`src/rtl/tedv3_main_memory_master.sv`:
```
`default_nettype none
//------------------------------------------------------------------------------
// Module   : tedv3_main_memory_master
// Purpose  : Command-driven block mover between a single-port 32-bit memory
//            and a read/write stream pair, with a 2-entry read-return FIFO.
// Revision : 1.0 - initial release
//------------------------------------------------------------------------------
module tedv3_main_memory_master #(
    parameter int DEPTH = 65000
) (
    input  logic        clk,
    input  logic        reset,
    input  logic        cmd_valid,
    output logic        cmd_ready,
    input  logic        cmd_write,
    input  logic [15:0] cmd_addr,
    input  logic [15:0] cmd_len,
    output logic [15:0] mem_address,
    output logic [3:0]  mem_byteenable,
    output logic        mem_chipselect,
    output logic        mem_write,
    output logic [31:0] mem_writedata,
    output logic        mem_clken,
    input  logic [31:0] mem_readdata,
    output logic [31:0] rd_data,
    output logic        rd_valid,
    input  logic        rd_ready,
    input  logic [31:0] wr_data,
    input  logic        wr_valid,
    output logic        wr_ready,
    output logic        busy,
    output logic        done,
    output logic        err
);

    localparam logic [1:0]  c_st_idle  = 2'd0;
    localparam logic [1:0]  c_st_read  = 2'd1;
    localparam logic [1:0]  c_st_write = 2'd2;
    localparam logic [1:0]  c_st_done  = 2'd3;
    localparam logic [16:0] c_depth    = 17'(DEPTH);

    logic [1:0]  r_state;
    logic [15:0] r_ptr;
    logic [15:0] r_len;
    logic [15:0] r_cnt;
    logic [15:0] r_popped;
    logic        r_err;
    logic        r_inflight;
    logic [31:0] r_fifo [0:1];
    logic        r_fifo_wr;
    logic        r_fifo_rd;
    logic [1:0]  r_fifo_count;

    logic        w_pop;
    logic [2:0]  w_occ;
    logic        w_rd_issue;
    logic        w_wr_beat;
    logic [16:0] w_cmd_end;

    assign rd_valid  = (r_fifo_count != 2'd0);
    assign rd_data   = r_fifo[r_fifo_rd];
    assign w_pop     = rd_valid & rd_ready;

    // Occupancy seen by the next read: what is buffered plus what is still
    // returning, less the word leaving this cycle, so the FIFO cannot overflow.
    assign w_occ      = {1'b0, r_fifo_count} + {2'b00, r_inflight} - {2'b00, w_pop};
    assign w_rd_issue = (r_state == c_st_read) && (r_cnt < r_len) && (w_occ < 3'd2);
    assign w_wr_beat  = (r_state == c_st_write) && wr_valid;
    assign w_cmd_end  = {1'b0, cmd_addr} + {1'b0, cmd_len};

    assign mem_chipselect = w_rd_issue | w_wr_beat;
    assign mem_write      = w_wr_beat;
    assign mem_address    = r_ptr;
    assign mem_writedata  = wr_data;
    assign mem_byteenable = 4'hF;
    assign mem_clken      = 1'b1;

    assign cmd_ready = (r_state == c_st_idle);
    assign busy      = (r_state != c_st_idle);
    assign done      = (r_state == c_st_done);
    assign err       = (r_state == c_st_done) & r_err;
    assign wr_ready  = (r_state == c_st_write);

    always_ff @(posedge clk) begin
        if (reset) begin
            r_state      <= c_st_idle;
            r_ptr        <= 16'd0;
            r_len        <= 16'd0;
            r_cnt        <= 16'd0;
            r_popped     <= 16'd0;
            r_err        <= 1'b0;
            r_inflight   <= 1'b0;
            r_fifo[0]    <= 32'd0;
            r_fifo[1]    <= 32'd0;
            r_fifo_wr    <= 1'b0;
            r_fifo_rd    <= 1'b0;
            r_fifo_count <= 2'd0;
        end else begin
            r_inflight <= w_rd_issue;

            // Memory returns data one cycle after the access; capture it then.
            if (r_inflight) begin
                r_fifo[r_fifo_wr] <= mem_readdata;
                r_fifo_wr         <= ~r_fifo_wr;
            end
            if (w_pop) begin
                r_fifo_rd <= ~r_fifo_rd;
            end
            case ({r_inflight, w_pop})
                2'b10:   r_fifo_count <= r_fifo_count + 2'd1;
                2'b01:   r_fifo_count <= r_fifo_count - 2'd1;
                default: r_fifo_count <= r_fifo_count;
            endcase

            case (r_state)
                c_st_idle: begin
                    r_err <= 1'b0;
                    if (cmd_valid) begin
                        r_ptr    <= cmd_addr;
                        r_len    <= cmd_len;
                        r_cnt    <= 16'd0;
                        r_popped <= 16'd0;
                        if (cmd_len == 16'd0) begin
                            r_state <= c_st_done;
                        end else if (w_cmd_end > c_depth) begin
                            r_err   <= 1'b1;
                            r_state <= c_st_done;
                        end else begin
                            r_state <= cmd_write ? c_st_write : c_st_read;
                        end
                    end
                end
                c_st_read: begin
                    if (w_rd_issue) begin
                        r_ptr <= r_ptr + 16'd1;
                        r_cnt <= r_cnt + 16'd1;
                    end
                    if (w_pop) begin
                        r_popped <= r_popped + 16'd1;
                        if (r_popped == r_len - 16'd1) begin
                            r_state <= c_st_done;
                        end
                    end
                end
                c_st_write: begin
                    if (w_wr_beat) begin
                        r_ptr <= r_ptr + 16'd1;
                        r_cnt <= r_cnt + 16'd1;
                        if (r_cnt == r_len - 16'd1) begin
                            r_state <= c_st_done;
                        end
                    end
                end
                default: begin
                    r_state <= c_st_idle;
                end
            endcase
        end
    end

endmodule
`default_nettype wire

```
`config.mk`:
```
export PLATFORM = sky130hd
export DESIGN_NAME = tedv3_main_memory_master
export DESIGN_NICKNAME = d
export VERILOG_FILES = /design/src/rtl/tedv3_main_memory_master.sv
export SDC_FILE = /design/constraint.sdc
export NUM_CORES = 1
export LEC_CHECK = 0
export BUFFER_PORTS_ARGS = -buffer_cell sky130_fd_sc_hd__buf_2
export CAP_MARGIN = 10
export CORE_MARGIN = 8
export CORE_UTILIZATION = 40
export DETAILED_ROUTE_END_ITERATION = 12
export PLACE_DENSITY = 0.59
export SLEW_MARGIN = 20
export SYNTH_ARGS = -nofsm -noshare
export SYNTH_HDL_FRONTEND = slang
export SYNTH_SLANG_ARGS = --single-unit
export TNS_END_PERCENT = 1
```
`constraint.sdc`:
```
create_clock -name clk -period 5 [get_ports clk]
set_input_delay 1.25 -clock clk [delete_from_list [all_inputs] [get_ports clk]]
set_output_delay 1.25 -clock clk [all_outputs]
set_load 0.01 [all_outputs]
```
==> reports/metrics.json <==
{
  "outcome": "finished, final reports clean",
  "dieWidth_microns": 161,
  "crit_slowest_cell": "sky130_fd_sc_hd__fa_1",
  "r2r-start": "r_fifo_count[1]",
  "startpoint": "rd_ready",
  "worst-path-buf-inv": 3,
  "power.share.switching_pct": 39.4,
  "timing.reg2reg.worst_path_depth": 13,
  "dp_hpwl_microns": 15800,
  "floorplan.core_area_sq_um": 20800,
  "clk_pin_slew_worst_paths_ns": 0.07,
  "total_die_area_sq_um": 26000,
  "ys_top_cells_by_count": "73 x sky130_fd_sc_hd__dfxtp_1, 72 x sky130_fd_sc_hd__nand2_1, 67 x sky130_fd_sc_hd__and2_1",
  "comb_power_share_pct": 39.9,
  "totalWireLength_microns": 21600,
  "floorplan.initialDensity_pct": 40.5,
  "leakage_nw": 3.86,
  "grt.total_usage_pct": 16.4,
  "holdPathStages": 2,
  "cts_tree": "done",
  "grt_remaining_overflow": 0,
  "synth.area.top_cells": "sky130_fd_sc_hd__edfxtp_1 23%, sky130_fd_sc_hd__dfxtp_1 17%, sky130_fd_sc_hd__ha_1 6.2%",
  "path_delay_family": "simple AND/OR/NAND/NOR gates",
  "proportion_of_layout_cells_with_a_drive_suffix_above_1_pct": 22.3,
  "via_per_inst": 5.24,
  "ys.flop_type": "sky130_fd_sc_hd__dfxtp_1",
  "crit-reg2reg-capture": "r_cnt[15]",
  "ff_latch_area_sq_um": 3380,
  "irDropWorstVdd_mv": 0.256,
  "net_switching_component_of_the_power_w": 0.00177,
  "grt_first_pass_wirelength_microns": 34200,
  "cts_buffer_depth": 2,
  "max_cap_viol_count": 0,
  "final_antenna_net_count": 0,
  "number_of_enable_type_register_cells_in_the_synthesized_netlist": 64,
  "insertion_delay_ns": 0.42,
  "yosys_warnings": 0,
  "numPortBuffers": 125,
  "report.final.slew_viol_count": 0,
  "synth.distinct_cells": 69,
  "num-nets-final": 1121,
  "place_area_sq_um": 9050,
  "critPathRequiredTime_ns": 3.75,
  "synth.largest_area_cell": "sky130_fd_sc_hd__edfxtp_1",
  "num_io_pins": 195,
  "slew_headroom_pct": 32.5,
  "via_count": 6621,
  "antenna_found_initial": 0,
  "finalWorstPathRequiredPeriod_ns": 4.52,
  "vertical_die_dimension_microns": 161,
  "slowest_delay_ns": 0.39,
  "stdcell_area_sq_um": 9640,
  "grt_start_max_net_pins": 55,
  "floorplan.rows": 53,
  "number_of_global_route_vias_before_repair": 6510,
  "power.total_w": 0.00449,
  "avgSynthCellArea_sq_um": 9.40,
  "synth_to_layout_area_growth_pct": 14.4,
  "fmax_mhz": 221,
  "seqPwrFrac_pct": 33.1,
  "critical_path_peak_fanout": 4,
  "clockRootBuffer": "sky130_fd_sc_hd__clkbuf_16",
  "routedWlPerCell_microns": 17.1,
  "cts_buffer_count": 17,
  "worst_clock_skew_ns": 0.0124,
  "holdPathEnd": "r_len[10]",
  "synth_largest_type_area_fraction_pct": 22.8,
  "netlist_area_sq_um": 8430,
  "internal_power_w": 0.00272,
  "powerDensity_nw_per_um2": 466,
  "share_clk_of_total_power_pct": 27.1,
  "arrival_ns": 3.27,
  "final-hold-violation-count": 0,
  "cts_htree_levels": 4,
  "min-delay-start": "r_len[10]",
  "cts_hold_repair.buffers": 0,
  "reg2reg_slack_ns": 1.26,
  "multi_input_comb_area_sq_um": 4470,
  "tightest_slew_ns": 1.01,
  "number_of_setup_violations_in_the_final_report": 0,
  "type_of_element_capturing_the_critical_path": "output pin",
  "synth_seq_area_share_pct": 40.1,
  "worstHoldPathType": "flip-flop to flip-flop",
  "timing.setup.critical_path_class": "primary input to output pin",
  "gpl.final_weighted_congestion": 0.851,
  "synth_async_sr_flop_share_pct": 0,
  "num-fill-cells": 2038,
  "clock_sink_count": 137,
  "synthMostInstantiatedCell": "sky130_fd_sc_hd__dfxtp_1",
  "fin_tns_setup_ns": 0,
  "post_synthesis_instance_total": 896,
  "timing.critical_path.from_type": "primary input",
  "flip_flop_and_latch_count_after_synthesis": 137,
  "drtPass1Iterations": 5,
  "drt_first_iter_violations": 351,
  "rsz0062_at_grt": "false",
  "worstPathCellList": "buf_2 > nand2_1 > inv_1 > ha_1 > nand2b_1 > fa_1 > xor2_1 > nor3_1 > nand4_1 > nand2b_1 > buf_2",
  "post-route-period-util_pct": 90.4,
  "drc": 0,
  "cts.repair_timing.setup_buffer_count": 0,
  "post_cts_resize_count": 0
}
[layout make-up]
type / count / area share, %
clock inverters: 15 / 1.67
repair buffers: 136 / 7.35
diodes: 1 / 0.0260
inverters: 38 / 1.48
multi-input cells: 645 / 46.4
clock buffers: 17 / 4.41
well taps: 275 / 3.57
flip-flops and latches: 137 / 35.1
[tightest hold or removal path, stage by stage, from the launching register on]
cell,delay [ns]
sky130_fd_sc_hd__dfxtp_1,0.34
sky130_fd_sc_hd__nand2_1,0.06
sky130_fd_sc_hd__a21oi_1,0.05
[registers in the layout (all words and copies together), names as in the netlist, named ones only]
signal	cells
r_inflight	1
r_fifo_wr	1
r_cnt	16
r_state	2
r_fifo	64
r_popped	16
r_err	1
r_fifo_count	2
mem_address	16
r_fifo_rd	1
r_len	16
[worst max-delay path by stage]
| stage | end | slack, ns | cells past startpoint |
|---|---|---|---|
| CTS | mem_chipselect | 0.46 | 11 |
| detailed placement | mem_chipselect | 0.46 | 11 |
| floorplan | mem_chipselect | 0.98 | 9 |
| global route | mem_chipselect | 0.37 | 11 |
| global placement | mem_chipselect | 0.52 | 11 |
| finish | mem_chipselect | 0.48 | 11 |
[power groups by stage]
| stage | combinational [W] | clock [W] | sequential, W |
|---|---|---|---|
| final | 0.00179 | 0.00122 | 0.00148 |
| after global routing | 0.00200 | 0.00130 | 0.00150 |
| after CTS | 0.00181 | 0.00125 | 0.00148 |
| after detailed placement | 0.00180 | 0 | 0.00150 |
| after global placement | 0.00178 | 0 | 0.00150 |
| after floorplan | 0.00131 | 0 | 0.00147 |
[cells by family after synthesis]
group | after synthesis | synth area share, %
XOR/XNOR | 76 | 8.55
buffers and inverters | 118 | 7.08
AND/OR/NAND/NOR | 328 | 20.7
other | 1 | 0.0445
flip-flops | 137 | 40.1
AO/OA/AOI/OAI | 157 | 12.1
adder cells (fa/ha/maj) | 44 | 6.71
multiplexers | 35 | 4.65
[cells in the final DEF, fill, tap and decap left out, types with 9 or more instances in the layout]
cell type and n:
sky130_fd_sc_hd__a21oi_1 59, sky130_fd_sc_hd__a22o_1 9, sky130_fd_sc_hd__and2_1 67, sky130_fd_sc_hd__and3_1 19, sky130_fd_sc_hd__buf_2 125, sky130_fd_sc_hd__buf_4 11, sky130_fd_sc_hd__clkbuf_16 17, sky130_fd_sc_hd__dfxtp_1 73
sky130_fd_sc_hd__edfxtp_1 64, sky130_fd_sc_hd__ha_1 42, sky130_fd_sc_hd__inv_1 38, sky130_fd_sc_hd__mux2_2 33, sky130_fd_sc_hd__nand2_1 72, sky130_fd_sc_hd__nand3_1 24, sky130_fd_sc_hd__nand4_1 10, sky130_fd_sc_hd__nor2_1 58
sky130_fd_sc_hd__nor3_1 18, sky130_fd_sc_hd__nor4_1 14, sky130_fd_sc_hd__o21ai_0 28, sky130_fd_sc_hd__xnor2_1 50, sky130_fd_sc_hd__xor2_1 22
[metal layers]
layer | GRT usage (%) | wire length, microns | vias to the layer above
met2 | 27.4 | 10500 | 163
met3 | 3.97 | 967 | 25
met5 | 0 | 0 | -
li1 | - | - | 3293
met1 | 20.4 | 9750 | 3140
met4 | 5.68 | 399 | 0
[per-stage QoR]
| stage | utilization, % | std cells | setup WS [ns] | hold slack, ns |
|---|---|---|---|---|
| 2_1_floorplan | - | 900 | 0.979 | 0.452 |
| 3_3_place_gp | 43.5 | 1231 | 0.518 | 0.481 |
| 3_5_place_dp | 43.5 | 1231 | 0.464 | 0.495 |
| 4_1_cts | 46.3 | 1263 | 0.458 | 0.507 |
| 5_1_grt | 46.3 | 1263 | 0.368 | 0.534 |
| 6_report | 46.3 | 1264 | 0.481 | 0.504 |
(Power assumes the default switching activity.)
